<file path="config.mk">
export PLATFORM = sky130hd
export DESIGN_NAME = weight_buffer_loader
export DESIGN_NICKNAME = d
export VERILOG_FILES = /design/src/rtl/weight_buffer_loader.sv
export SDC_FILE = /design/constraint.sdc
export NUM_CORES = 1
export LEC_CHECK = 0
export CELL_PAD_IN_SITES_DETAIL_PLACEMENT = 0
export CELL_PAD_IN_SITES_GLOBAL_PLACEMENT = 1
export CORE_MARGIN = 5
export CORE_UTILIZATION = 33
export CTS_CLUSTER_DIAMETER = 100
export DETAILED_ROUTE_END_ITERATION = 10
export PLACE_DENSITY = 0.91
export SETUP_SLACK_MARGIN = 0.15
export SLEW_MARGIN = 15
export SYNTH_ARGS = -nofsm -noshare
export SYNTH_HDL_FRONTEND = slang
export SYNTH_SLANG_ARGS = --single-unit
</file>
<file path="constraint.sdc">
create_clock -name clk -period 6.7 [get_ports clk]
set_input_delay 1.34 -clock clk [delete_from_list [all_inputs] [get_ports clk]]
set_output_delay 1.34 -clock clk [all_outputs]
set_load 0.005 [all_outputs]
</file>
<file path="src/rtl/weight_buffer_loader.sv">
// weight_buffer_loader
// Takes a valid/ready stream of weight words and writes them into the weight
// buffer array through its port-A write interface. Words fill kernel 0..K-1 of
// bank 0, then bank 1, and so on up to bank B-1. After the last write the
// loader pulses done and holds tile_valid until the next tile load begins.
//
// Handshake: a word transfers on a rising clock edge when s_valid and s_ready
// are both high. s_ready is high only while loading. s_data is ignored when
// s_valid is low. An accepted word appears on wr_en/wr_addr/wr_data one cycle
// later, from registers.
module weight_buffer_loader #(
    parameter int TN         = 4,
    parameter int TM         = 16,
    parameter int DATA_WIDTH = 64,
    parameter int ADDR_WIDTH = 4,
    parameter int ADDR_EXT   = 3
) (
    input  logic                           clk,
    input  logic                           rst,
    input  logic                           start,
    input  logic [ADDR_EXT-1:0]            cfg_banks,
    input  logic [ADDR_WIDTH:0]            cfg_kernels,
    input  logic                           s_valid,
    output logic                           s_ready,
    input  logic [DATA_WIDTH-1:0]          s_data,
    output logic                           wr_en,
    output logic [ADDR_EXT+ADDR_WIDTH-1:0] wr_addr,
    output logic [DATA_WIDTH-1:0]          wr_data,
    output logic                           busy,
    output logic                           done,
    output logic                           tile_valid,
    output logic [1:0]                     dbg_state
);

    typedef enum logic [1:0] {
        IDLE  = 2'd0,
        LOAD  = 2'd1,
        FLUSH = 2'd2
    } state_t;

    localparam logic [ADDR_EXT-1:0] TN_V = ADDR_EXT'(TN);
    localparam logic [ADDR_WIDTH:0] TM_V = (ADDR_WIDTH + 1)'(TM);

    state_t                state;
    state_t                state_n;

    logic [ADDR_EXT-1:0]   banks_cl;
    logic [ADDR_WIDTH:0]   kernels_cl;
    logic                  cfg_zero;

    // Final bank index and final kernel index of the tile, latched at start.
    logic [ADDR_EXT-1:0]   bank_last;
    logic [ADDR_WIDTH:0]   kern_last;
    logic [ADDR_EXT-1:0]   bank_cnt;
    logic [ADDR_WIDTH-1:0] kern_cnt;

    logic                  accept;
    logic                  last_kern;
    logic                  last_bank;

    assign dbg_state = state;
    assign accept    = s_valid & s_ready;
    assign last_kern = ({1'b0, kern_cnt} == kern_last);
    assign last_bank = (bank_cnt == bank_last);

    // Clamp the requested tile shape to the physical array, and flag an empty tile.
    always_comb begin
        banks_cl   = (cfg_banks > TN_V) ? TN_V : cfg_banks;
        kernels_cl = (cfg_kernels > TM_V) ? TM_V : cfg_kernels;
        cfg_zero   = (banks_cl == '0) || (kernels_cl == '0);
    end

    // State register.
    always_ff @(posedge clk or posedge rst) begin
        if (rst) begin
            state <= IDLE;
        end else begin
            state <= state_n;
        end
    end

    // Next-state logic and the stream/status outputs decoded from state.
    always_comb begin
        state_n = state;
        s_ready = 1'b0;
        busy    = 1'b0;
        done    = 1'b0;
        case (state)
            IDLE: begin
                if (start) begin
                    state_n = cfg_zero ? FLUSH : LOAD;
                end
            end
            LOAD: begin
                s_ready = 1'b1;
                busy    = 1'b1;
                if (accept && last_kern && last_bank) begin
                    state_n = FLUSH;
                end
            end
            FLUSH: begin
                busy    = 1'b1;
                done    = 1'b1;
                state_n = IDLE;
            end
            default: begin
                state_n = IDLE;
            end
        endcase
    end

    // Latch the tile shape on start and walk kernel/bank counters on each accept.
    always_ff @(posedge clk or posedge rst) begin
        if (rst) begin
            bank_cnt  <= '0;
            kern_cnt  <= '0;
            bank_last <= '0;
            kern_last <= '0;
        end else if (state == IDLE && start) begin
            bank_cnt  <= '0;
            kern_cnt  <= '0;
            bank_last <= banks_cl - ADDR_EXT'(1);
            kern_last <= kernels_cl - (ADDR_WIDTH + 1)'(1);
        end else if (accept) begin
            if (last_kern) begin
                kern_cnt <= '0;
                bank_cnt <= bank_cnt + ADDR_EXT'(1);
            end else begin
                kern_cnt <= kern_cnt + ADDR_WIDTH'(1);
            end
        end
    end

    // Register each accepted word onto the array write port; address/data hold on stalls.
    always_ff @(posedge clk or posedge rst) begin
        if (rst) begin
            wr_en   <= 1'b0;
            wr_addr <= '0;
            wr_data <= '0;
        end else begin
            wr_en <= accept;
            if (accept) begin
                wr_addr <= {bank_cnt, kern_cnt};
                wr_data <= s_data;
            end
        end
    end

    // tile_valid drops when a new load starts and rises as the loader leaves FLUSH.
    always_ff @(posedge clk or posedge rst) begin
        if (rst) begin
            tile_valid <= 1'b0;
        end else if (state == IDLE && start) begin
            tile_valid <= 1'b0;
        end else if (state == FLUSH) begin
            tile_valid <= 1'b1;
        end
    end

endmodule
</file>
Yosys cells after proc, flatten, opt, wreduce, memory -nomap -nowiden --
Index checks and enable logic that the tools add are counted.
Storage, ports and cells: output and inout bits 78, bits in registers 90
Operators by class: magnitude comparators 2, add/sub/neg operators 4, multiplexer cells 17, bitwise logic cells 1, reduce and logical (&&, ||, !) cells 13, eq/ne operators 6
Operator list (count):
- two-way mux 3 bit | 4
- two-way mux 4 bit | 3
- two-way mux 2 bit | 3
- nonzero test 2 bit | 3
- equality test 4 x 5 -> 1 bit | 1
- greater-than comparator 5 bit (second input constant) | 1
- logical NOT 5 bit | 1
- two-way mux 1 bit | 5
- two-way mux 5 bit | 1
- subtractor 5 x 1 -> 5 bit (second input constant) | 1
- adder 4 x 1 -> 4 bit (second input constant) | 1
- != test 2 bit (second input constant) | 2
- case mux 2 bit (2 select lines) | 1
- AND reduction 2 bit | 2
- adder 3 x 1 -> 3 bit (second input constant) | 1
- equality test 3 bit | 1
- greater-than comparator 3 bit (second input constant) | 1
- logical AND 1 bit | 3
- logical NOT 3 bit | 1
- subtractor 3 x 1 -> 3 bit (second input constant) | 1
- equality test 2 x 1 -> 1 bit (second input constant) | 1
- equality test 2 bit (second input constant) | 1
- logical NOT 2 bit | 1
- OR reduction 2 bit | 1
- 2 further kinds | 2

Depth between registers and ports, before layout --
Gate-level depths: netlist (run 1).
word-level depth 7, mapped depth 8, gate-level depth less buffers 8

Least setup slack after synthesis (run 1) --
No wires, ideal clock.
path kind input to register, start input cfg_banks[2], end register state[1], in the netlist dbg_state[1], data arrival time 2.170 ns, path buffers 0, library setup time 0.121 ns, setup slack 4.410 ns, required time 6.579 ns, stages 8, cells stage by stage inv_1 > nand2_1 > ha_1 > ha_1 > a31oi_1 > nand2_1 > nand2_1 > a21oi_1
Between the ends: cells in the longest elaborated chain, start to end 7
Ends and longest elaborated chain:
- start: declaration | RTL line 21 | input logic [ADDR_EXT-1:0] cfg_banks,
- greater-than comparator 3 bit | RTL line 68 | banks_cl = (cfg_banks > TN_V) ? TN_V : cfg_banks;
- two-way mux 3 bit (*) | RTL line 68
- logical NOT 3 bit (*) | RTL line 70 | cfg_zero = (banks_cl == '0) || (kernels_cl == '0);
- logical OR 1 bit (*) | RTL line 70
- two-way mux 2 bit (*) | RTL line 91 | state_n = cfg_zero ? FLUSH : LOAD;
- two-way mux 2 bit (*) | RTL line 90 | if (start) begin
- case mux 2 bit (2 select lines) (*) | RTL line 88 | case (state)
- end signal: assignment | RTL line 78 | state <= state_n;
- end: declaration | RTL line 44 | state_t state;
Every way passes the cells marked *; elsewhere a longest branch is shown, timed or not. The select of a mux whose other input is x is not followed. A chain may end at the register's enable or synchronous reset.

Worst setup path in the final report (run 1) --
start input s_valid, end register bank_cnt[1]
Between the ends: cells in the longest elaborated chain, start to end 3
Ends and longest elaborated chain:
- start: declaration | RTL line 23 | input logic s_valid,
- AND 1 bit | RTL line 62 | assign accept = s_valid & s_ready;
- nonzero test 2 bit (no line)
- AND reduction 2 bit (no line)
- end signal: assignment | RTL line 127 | bank_cnt <= bank_cnt + ADDR_EXT'(1);
- end: declaration | RTL line 54 | logic [ADDR_EXT-1:0] bank_cnt;
No other way between the ends.

==> results.sh, run 1 <==
export IMPL_routabilityCongestion=0.778
export IMPL_syn_avg_cell_area_um2=8.98
export IMPL_synthCells=413
export IMPL_r2r_slack_ns=3.50
export IMPL_num_vias=3152
export IMPL_post_route_util_pct=52.0
export IMPL_drtAntennaViolNets=0
export IMPL_period_minus_slack_ns=3.97
export IMPL_ys_types=26
export IMPL_top_layer="met4"
export IMPL_worst_slack_ns=2.73
export IMPL_wire_per_inst_um=13.5
export IMPL_wl_met3_um=708
export IMPL_fill_cells=1051
export IMPL_clockBufferDepth=2
export IMPL_pre_cts_slack_ns=2.68
export IMPL_path_clk_slew_ns=0.06
export IMPL_num_rows=38
export IMPL_crit_type="in2reg"
export IMPL_initial_core_util_pct=33.9
export IMPL_critical_path_cell_chain="clkdlybuf4s50_1 > nand2_2 > buf_4 > clkinv_2 > nand3_1 > mux2i_1 > nor2_1"
export IMPL_root_buffer="clkbuf_16"
export IMPL_rsz0062_at_grt="false"
export IMPL_antenna_found_initial=0
export IMPL_cp_required_ns=6.89
export IMPL_wl_um=9510
export IMPL_synth_nets=498
export IMPL_cp_arrival_ns=4.16
export IMPL_io_buffer_count=153
export IMPL_wl_met2_um=4720
export IMPL_slew_limit_headroom_pct=34.0
export IMPL_max_stage_delay_ns=0.98
export IMPL_grt_pass1_vias=3239
export IMPL_slowest_stage="clkinv_2"
export IMPL_io_pins=154
export IMPL_tns_ns=0
export IMPL_drc=0
export IMPL_clock_sinks=90
export IMPL_finalNonFillerCells=705
export IMPL_area_growth_pct=53.4
export IMPL_drive_gt1_share_pct=3.89
export IMPL_clock_fmax_ghz=0.252
export IMPL_hold_viol_final=0
export IMPL_core_mm2=0.0109
export IMPL_drt_iter0_markers=157
export IMPL_worstMarginPinSlew_ns=0.990
export IMPL_cts_hold_buf=0
export IMPL_ir_worst_vdd_mv=0.163
export IMPL_startpoint_type="input port"
export IMPL_viasPerCell=4.47
export IMPL_post_cts_resized=0
export IMPL_grt_pass1_wl_um=15300
export IMPL_dp_cells=689
export IMPL_ys_seq_elements=90
export IMPL_fin_skew_ns=0.00702
export IMPL_setup_viol=0
export IMPL_htree_levels=3
export IMPL_crit_fanout=77
export IMPL_numCtsBuffers=9
export IMPL_die_y_um=116
export IMPL_synth_warnings=0
export IMPL_die_area_mm2=0.0135
export IMPL_status="finished, final reports clean"
export IMPL_diodes=0
export IMPL_nNetsFinal=645
export IMPL_dr_pass1_iters=6
export IMPL_synth_area_mm2=0.00371
export IMPL_wl_met1_um=3960
export IMPL_finalCritPeriodShare_pct=59.3
export IMPL_cts_setup_buffers=0
export IMPL_power_density_mw_per_mm2=429
export IMPL_worstSetupEndpointType="flop"
export IMPL_clk_latency_ns=0.33
export IMPL_gr_usage_all_layers_pct=14.1
export IMPL_p_leak_uw=0.00273
export IMPL_grt_max_degree=91
export IMPL_cap_viol_max_count=0
export IMPL_overflow=0
export IMPL_ys_seq_area_share_pct=60.7
export IMPL_die_x_um=116
export IMPL_dp_hpwl_um=6730
export IMPL_cts_tree="built"
export IMPL_whs_ns=0.472
export IMPL_hold_class="reg2reg"
export IMPL_slew_violations=0
## sequential cells by signal, summed over array words and instances (netlist names)
name / count
bank_last: 3
bank_cnt: 3
tile_valid: 1
wr_addr: 7
wr_en: 1
kern_last: 5
dbg_state: 2
wr_data: 64
kern_cnt: 4
## placed cells by master (no fill, tap or decap), drive strengths merged
cell	count
clkbuf	11
and4	1
mux2	1
a31o	2
nand3b	1
nand3	4
nor2	12
ha	9
dfrtp	90
nor3	2
xnor2	5
nand2b	1
mux2i	2
xor2	6
a21oi	7
nand2	231
clkinvlp	1
o21ai	6
buf	1
clkinv	2
nor2b	1
and2	1
bufinv	3
clkdlybuf4s50	153
inv	6
a31oi	5
nand4	1
## final cells by class
| class | count | area (um^2) | share of cell area, % |
|---|---|---|---|
| Multi-Input combinational cell | 298 | 1360 | 23.8 |
| Clock inverter | 5 | 103 | 1.80 |
| Timing Repair Buffer | 154 | 1540 | 27.1 |
| Clock buffer | 11 | 233 | 4.09 |
| Sequential cell | 90 | 2250 | 39.6 |
| Inverter | 7 | 32.5 | 0.572 |
| Tap cell | 140 | 175 | 3.08 |
## per-stage QoR
stage | instance area, um^2 | power (uW)
2_1_floorplan | 3710 | 1310
3_3_place_gp | 5350 | 1880
3_5_place_dp | 5350 | 1910
4_1_cts | 5690 | 2490
5_1_grt | 5690 | 2630
6_report | 5690 | 2440
## path summary, 6_finish.rpt
path	startpoint	to	cells after the start
setup / recovery	s_valid	bank_cnt[1]	7
hold / removal	wr_data[48]	wr_data[48]	2
setup reg to reg	dbg_state[1]	bank_cnt[1]	8
hold reg to reg	wr_data[48]	wr_data[48]	2
max in group asynchronous	rst	kern_cnt[3]	2
min in group asynchronous	rst	wr_data[42]	2
## where the power goes
part	internal [uW]	leakage (uW)	switching [uW]
Combinational	550	0.00146	404
Sequential	785	0.00112	142
Clock	364	0.000160	198
Total	1700	0.00273	744
## Yosys cell counts
library cell / count / area share, %
dfrtp_1: 90 / 61
a31o_2: 1 / 0.24
and2_1: 1 / 0.17
mux2_2: 1 / 0.30
nor2_1: 12 / 1.2
nand4_1: 1 / 0.17
mux2i_1: 2 / 0.54
inv_1: 7 / 0.71
ha_1: 9 / 3.0
clkbuf_1: 10 / 1.0
nand2b_1: 1 / 0.17
a31oi_1: 5 / 0.84
nor2b_1: 1 / 0.17
nand3b_1: 1 / 0.20
and4_1: 1 / 0.24
xnor2_1: 5 / 1.2
nand3_1: 4 / 0.54
a31o_1: 1 / 0.24
xor2_1: 6 / 1.4
a21oi_2: 1 / 0.24
nor3_4: 1 / 0.44
o21ai_0: 6 / 0.81
buf_2: 8 / 1.1
nand2_1: 231 / 23
a21oi_1: 6 / 0.81
nor3_1: 1 / 0.13
## worst max-delay path: cells and delay by family
kind	cells	cell delay (ns)
mux	1	0.22
buf+inv	3	2.02
simple gates	3	0.53
## kinds of logic after synthesis
logic type,share of synthesized area [%]
xor+xnor,2.60
mux,0.843
fa+ha+maj,3.04
compound gates,3.17
flops,60.7
buf+inv,2.80
simple gates,26.8
## per-layer routing
layer | up-vias | global-route usage (%)
met5 | - | 0
met3 | 13 | 4.18
li1 | 1573 | -
met1 | 1463 | 17.3
met4 | 0 | 4.56
met2 | 103 | 23.9
Note: power is estimated with default switching activity, not from simulation.
==> run 2: changes to the inputs <==
Settings changed: CORE_UTILIZATION 33 to 31, PLACE_DENSITY 0.91 to 0.86.
Clock period 6.7 ns to 3.8 ns, I/O delays scaled along.
==> results.sh, run 2 (synthesis gave the netlist of run 1 again) <==
export IMPL_core_mm2=0.0119
export IMPL_nNetsFinal=648
export IMPL_worstMarginPinSlew_ns=0.774
export IMPL_area_growth_pct=53.8
export IMPL_cts_hold_buf=0
export IMPL_die_y_um=119
export IMPL_p_leak_uw=0.00274
export IMPL_final_cell_area_mm2=0.00571
export IMPL_finalNonFillerCells=715
export IMPL_cap_viol_max_count=0
export IMPL_dp_hpwl_um=7090
export IMPL_clockBufferDepth=2
export IMPL_ir_worst_vdd_mv=0.278
export IMPL_gr_usage_all_layers_pct=14.0
export IMPL_startpoint_type="flop"
export IMPL_layout_commonest_cell="nand2_1"
export IMPL_finalCritPeriodShare_pct=61.1
export IMPL_hold_class="reg2reg"
export IMPL_grt_pass1_wl_um=16200
export IMPL_top_register="wr_data"
export IMPL_overflow=0
export IMPL_fin_skew_ns=0.00489
export IMPL_crit_fanout=4
export IMPL_path_clk_slew_ns=0.06
export IMPL_grt_pass1_vias=3268
export IMPL_viasPerCell=4.47
export IMPL_power_density_mw_per_mm2=746
export IMPL_period_minus_slack_ns=2.32
export IMPL_top_regs="wr_data x64, wr_addr x7, kern_last x5"
export IMPL_placed_area_mm2=0.00538
export IMPL_dp_cells=699
export IMPL_hold_viol_final=0
export IMPL_wl_um=9780
export IMPL_clock_sinks=90
export IMPL_io_buffer_count=153
export IMPL_routabilityCongestion=0.761
export IMPL_tns_ns=0
export IMPL_wire_per_inst_um=13.7
export IMPL_crit_type="reg2out"
export IMPL_die_x_um=119
export IMPL_cts_setup_buffers=0
export IMPL_slew_limit_headroom_pct=48.4
export IMPL_drive_gt1_share_pct=4.75
export IMPL_slew_violations=0
export IMPL_fill_cells=1156
export IMPL_htree_levels=3
export IMPL_rsz0062_at_grt="false"
export IMPL_cp_arrival_ns=1.56
export IMPL_cp_required_ns=3.04
export IMPL_clk_latency_ns=0.33
export IMPL_drt_iter0_markers=209
export IMPL_clock_fmax_ghz=0.431
export IMPL_drc=0
export IMPL_most_common_layout_cells="230 x nand2_1, 153 x clkdlybuf4s50_1, 90 x dfrtp_1"
export IMPL_diodes=0
export IMPL_numCtsBuffers=9
export IMPL_die_area_mm2=0.0143
export IMPL_num_vias=3199
export IMPL_dr_pass1_iters=4
export IMPL_worstSetupEndpointType="primary output"
export IMPL_initial_core_util_pct=31.3
export IMPL_grt_max_degree=77
export IMPL_io_pins=154
export IMPL_worst_slack_ns=1.48
export IMPL_post_cts_resized=0
export IMPL_setup_viol=0
export IMPL_status="finished, final reports clean"
export IMPL_root_buffer="clkbuf_16"
export IMPL_largest_reg_flops=64
export IMPL_drtAntennaViolNets=0
export IMPL_num_rows=40
export IMPL_cts_tree="built"
export IMPL_pre_cts_slack_ns=1.21
export IMPL_antenna_found_initial=0
-- run 2: cell count changes in the layout (fill, tap and decap cells not counted), sizes merged --
cell	before	now
clkinv	2	1
buf	1	4
clkbuf	11	13
bufinv	3	1
clkinvlp	1	2
-- run 2: layer usage --
| layer | wire length, um | vias to the layer above | GRT usage (%) | share of wire, % |
|---|---|---|---|---|
| li1 | - | 1574 | - | - |
| met2 | 4570 | 111 | 22.0 | 47 |
| met4 | 185 | 0 | 4.51 | 1.9 |
| met1 | 4330 | 1504 | 18.2 | 44 |
| met5 | 0 | - | 0 | 0 |
| met3 | 696 | 10 | 4.65 | 7.1 |
-- run 2: path summary, 6_finish.rpt --
path,start,endpoint,slack (ns),cells after the start
worst min-delay path,wr_data[5],wr_data[5],0.47,2
max in group asynchronous,rst,wr_data[39],2.14,3
min in group asynchronous,rst,wr_data[1],0.80,2
worst max-delay path,dbg_state[1],s_ready,1.48,3
worst max register to register,dbg_state[1],wr_data[12],1.81,7
worst min register to register,wr_data[5],wr_data[5],0.47,2
-- run 2: through the flow --
step | utilization (%) | total power, uW | hold WS, ns
2_1_floorplan | - | 2310 | 0.451
3_3_place_gp | 45.4 | 3320 | 0.457
3_5_place_dp | 45.4 | 3370 | 0.462
4_1_cts | 48.1 | 4340 | 0.477
5_1_grt | 48.1 | 4590 | 0.492
6_report | 48.1 | 4260 | 0.472
-- run 2: cell type report --
cell class                 count  area, um^2  share of cell area, %
inverter                       7        27.5                  0.482
timing repair buffer         157        1560                   27.4
tap                          147         184                   3.22
sequential                    90        2250                   39.5
clock inverter                 3        45.0                  0.789
multi-input combinational    298        1360                   23.8
clock buffer                  13         280                   4.91
-- run 2: worst max-delay path, cell delays in order, from the launching register on --
cell	delay (ns)
dfrtp_1	0.41
inv_1	0.09
ha_1	0.21
clkdlybuf4s50_1	0.52
-- run 2: report_power, final --
part           internal (uW)  leakage, uW  switching, uW  total (uW)
combinational            970      0.00147            711        1680
sequential              1390      0.00112            257        1640
clock                    581     0.000154            353         934
